`config.mk`:
```
export PLATFORM = sky130hd
export DESIGN_NAME = instruction_fetch_stage
export DESIGN_NICKNAME = d
export VERILOG_FILES = /design/src/rtl/instruction_fetch_stage.sv
export SDC_FILE = /design/constraint.sdc
export NUM_CORES = 1
export LEC_CHECK = 0
export BUFFER_PORTS_ARGS = -buffer_cell sky130_fd_sc_hd__buf_2
export CORE_ASPECT_RATIO = 1.2
export CORE_MARGIN = 8
export CORE_UTILIZATION = 55
export CTS_BUF_LIST = sky130_fd_sc_hd__clkbuf_4 sky130_fd_sc_hd__clkbuf_8
export DETAILED_ROUTE_END_ITERATION = 6
export PLACE_DENSITY = 0.86
export SLEW_MARGIN = 30
export SYNTH_ARGS = -nofsm -noshare
export SYNTH_HDL_FRONTEND = slang
export SYNTH_SLANG_ARGS = --single-unit
```
`constraint.sdc`:
```
create_clock -name Clk -period 4.3 [get_ports Clk]
set_input_delay 0.215 -clock Clk [delete_from_list [all_inputs] [get_ports Clk]]
set_output_delay 0.215 -clock Clk [all_outputs]
set_load 0.02 [all_outputs]
```
`src/rtl/instruction_fetch_stage.sv`:
```
// Fetch stage: owns the PC, drives instruction memory and fills IF/ID.
// Supports stall, redirect with flush, and a sticky halt.
module instruction_fetch_stage #(
   parameter logic [31:0] RESET_PC  = 32'h0000_0000,
   parameter logic [31:0] HALT_WORD = 32'hFFFF_FFFF,
   parameter logic [31:0] NOP_WORD  = 32'h0000_0000
) (
   input  logic        Clk,
   input  logic        Reset,
   input  logic        Stall,
   input  logic        Redirect,
   input  logic [31:0] RedirectTarget,
   input  logic [31:0] Instruction,
   output logic [31:0] InstrAddress,
   output logic [31:0] IfId_Instruction,
   output logic [31:0] IfId_PCPlus4,
   output logic        IfId_Valid,
   output logic        Halted,
   output logic [31:0] FetchCount
);

   localparam logic [0:0] ST_RUN    = 1'b0;
   localparam logic [0:0] ST_HALTED = 1'b1;

   logic [0:0]  state;
   logic [31:0] pc;
   logic [31:0] pc_plus4;
   logic [31:0] target_aligned;

   assign pc_plus4       = pc + 32'd4;
   assign target_aligned = {RedirectTarget[31:2], 2'b00};
   assign InstrAddress   = pc;
   assign Halted         = (state == ST_HALTED);

   // PC, IF/ID register, fetch counter and run/halt state
   always_ff @(posedge Clk) begin
      if (!Reset) begin
         state            <= ST_RUN;
         pc               <= RESET_PC;
         IfId_Instruction <= NOP_WORD;
         IfId_PCPlus4     <= 32'd0;
         IfId_Valid       <= 1'b0;
         FetchCount       <= 32'd0;
      end else if (state == ST_HALTED) begin
         // PC and count frozen; IF/ID drains to a bubble and stays there
         IfId_Instruction <= NOP_WORD;
         IfId_PCPlus4     <= 32'd0;
         IfId_Valid       <= 1'b0;
      end else if (Redirect) begin
         // redirect outranks stall so a taken branch is never lost
         pc               <= target_aligned;
         IfId_Instruction <= NOP_WORD;
         IfId_PCPlus4     <= 32'd0;
         IfId_Valid       <= 1'b0;
      end else if (!Stall) begin
         pc               <= pc_plus4;
         IfId_Instruction <= Instruction;
         IfId_PCPlus4     <= pc_plus4;
         IfId_Valid       <= 1'b1;
         FetchCount       <= FetchCount + 32'd1;
         if (Instruction == HALT_WORD) begin
            state <= ST_HALTED;
         end
      end
   end

endmodule

```
==> metrics.cfg <==
[critical_path]
crit_slowest_cell=or3_1
worstRegToRegCells=6
regToRegStartpoint=InstrAddress[2]
cp.required_ns=4.63
cp-endpoint=InstrAddress[30]
path_class=flip-flop to flip-flop
crit_path_end_kind=flip-flop
cp.arrival_ns=2.90
cpPeakStageDelay_ns=0.58
crit_chain=ha_1, nand3_1, or3_1, or3_4, and3_1, a211o_1
crit_path_start_kind=flip-flop
worstPathMaxFanout=8
rr_endpoint=InstrAddress[30]
startpoint=InstrAddress[2]
rrSetupSlack_ns=1.73

[floorplan]
start_util_pct=56.7
coreArea_um2=10600
die_h_um=130
rows=41
ioPinCount=198
dieArea_um2=14500
die_w_um=111

[global_route]
grt_usage_pct=23.0
grt_max_degree=55
grt_antenna_before_repair=2
grt_overflow_total=0
grt_pass1_wl_mm=27.4
first_global_vias=5532

[timing]
fin_skew_ns=0.0101
fmax_mhz=389
period_share_pct=59.8
finalHoldViolations=0
min_period_ns=2.57
finalSetupViolations=0
rsz0062_at_grt=no
tns_ns=0
worst_pin_slew_ns=0.898
slew_headroom_pct=39.6
slew_violations=0

[routing]
route.detailed.drc=0
wl_mm=17.4
vias_per_cell=5.73
dr.pass1.iters=5
routedWlPerCell_um=17.2
drt-initial-drc-count=311
drtAntennaViolNets=0
vias=5795

[finish]
nNetsFinal=942
multi_input_area_um2=3220
finalNonFillerCells=1012
diodes=0
area_growth_pct=22.1
n_fill_cell=913
seq_area_um2=2520
drive_above_1_share_pct=28.2

[yosys]
synth-seq-area-share_pct=42.1
synth_flop_cell=dfxtp_1
synthArstFlopShare_pct=0
synth_area_leader_cell=dfxtp_1
synth_enable_flop_cells=0
syn_inst=706
synth_area_um2=5990
netlist.area_leader.share_pct=42.1
yosys_warnings=0
synth-seq-cells=126
synthDistinctLibCells=58
syn_area_per_cell_um2=8.48
synth_area_leaders=dfxtp_1 42%, nor2_1 6.6%, mux2i_1 6.5%, xor2_1 4.4%, xnor2_1 4.1%

[cts]
path_clk_slew_ns=0.07
htreeDepth=4
clkLatencyLatePin_ns=0.44
clock_path_buffers=2
clock_sinks=126
cts_resized=0
cts_buffers=17
cts_root_buf=clkbuf_8
post_cts_buffers=0
cts_tree=yes
ctsHoldBuffers=0

[power_and_ir_drop]
internal_power_mw=1.83
max-vdd-ir-drop_v=0.000276
combPwrFrac_pct=12.5
switchingPower_mw=0.689
power.clock.fraction_pct=37.5
powerDensity_nw_per_um2=344
leakagePower_nw=3.22
sequentialPowerShare_pct=50.0
finalPower_mw=2.52
p_sw_share_pct=27.4

[placement]
dp_cells=982
io_buffers=191
dp_hpwl_mm=12.6
place_congestion=0.857

[outcome]
outcome=completed

[job]
cap_violations=0

[worst_hold_path]
hold_class=input port to flip-flop

placed cells by master, fill, tap and decap left out, types with 14 or more instances in the layout:
cell type and instances:
o21ai_0 43, a21oi_1 44, nand2_1 39, nor2_1 106
xor2_1 30, dfxtp_1 126, mux2i_1 39, and3_1 14
clkbuf_8 19, buf_2 191, xnor2_1 28, nand4_1 30
nand3_1 25
layer usage:
| metal | global-route usage, % | routed length (um) | vias to the layer above |
|---|---|---|---|
| li1 | - | - | 2839 |
| met1 | 25.8 | 6920 | 2675 |
| met2 | 38.3 | 8560 | 238 |
| met3 | 8.82 | 1510 | 39 |
| met4 | 10.5 | 425 | 4 |
| met5 | 0 | 21 | - |
stage by stage:
| stage | utilization, % | hold WS (ns) | setup WS (ns) | area [um^2] |
|---|---|---|---|---|
| 2_1_floorplan | - | 0.359 | 1.91 | 6000 |
| 3_3_place_gp | 65.7 | 0.432 | 1.78 | 6950 |
| 3_5_place_dp | 65.7 | 0.457 | 1.74 | 6950 |
| 4_1_cts | 69.1 | 0.00529 | 1.74 | 7300 |
| 5_1_grt | 69.2 | 0.0152 | 1.59 | 7310 |
| 6_report | 69.2 | 0.0217 | 1.73 | 7310 |
state kept, by name (all words and copies together) (netlist names):
name and count:
IfId_PCPlus4 30, FetchCount 32, IfId_Instruction 32, Halted 1, IfId_Valid 1, InstrAddress 30
cells in the mapped netlist (6+ instances only):
cell / count
dfxtp_1: 126
nor2_1: 106
a21oi_1: 45
o21ai_0: 43
clkbuf_1: 42
mux2i_1: 39
nand2_1: 39
nand4_1: 30
xor2_1: 30
xnor2_1: 28
nand3_1: 25
and3_1: 14
nor3_1: 13
nor4_1: 11
a22o_1: 8
inv_1: 8
and4_1: 6
o22ai_1: 6
power groups by stage:
stage | sequential [mW] | clock (mW) | combinational, mW
floorplan | 1.32 | 0 | 0.163
global placement | 1.28 | 0 | 0.309
detailed placement | 1.28 | 0 | 0.313
CTS | 1.26 | 0.959 | 0.314
global route | 1.26 | 1.01 | 0.341
finish | 1.26 | 0.944 | 0.314
kinds of logic (layout without fill, tap and decap cells):
group | after synthesis | count (layout) | share of synthesized area [%]
flops | 126 | 126 | 42.1
xor+xnor | 58 | 58 | 8.48
simple gates | 280 | 280 | 24.4
mux | 39 | 39 | 6.52
buf+inv | 64 | 238 | 4.41
other cells | 1 | 4 | 0.0626
fa+ha+maj | 2 | 2 | 0.418
compound gates | 136 | 136 | 13.6
worst max-delay path, delay by kind of cell (launching register included):
family                     cells  cell delay, ns
AOI/OAI and AO/OA              1            0.25
and+or+nand+nor                4            1.47
adders and majority gates      1            0.30
DFF                            1            0.46
worst min-delay path by stage:
stage                                from  slack (ns)  depth (start not counted)              endpoint
after floorplan            Instruction[0]        0.36                          2   IfId_Instruction[0]
after detailed placement       IfId_Valid        0.46                          1            IfId_Valid
after global routing      Instruction[17]        0.02                          3  IfId_Instruction[17]
after global placement         IfId_Valid        0.43                          1            IfId_Valid
final                     Instruction[17]        0.02                          3  IfId_Instruction[17]
after CTS                 Instruction[17]       0.005                          3  IfId_Instruction[17]
layout make-up:
class / instances / area share [%]
Clock buffer: 23 / 3.99
Clock inverter: 7 / 0.890
Inverter: 10 / 0.513
Multi-Input combinational cell: 519 / 44.1
Sequential cell: 126 / 34.5
Tap cell: 129 / 2.21
Timing Repair Buffer: 198 / 13.8
Note: power is estimated with default switching activity, not from simulation.
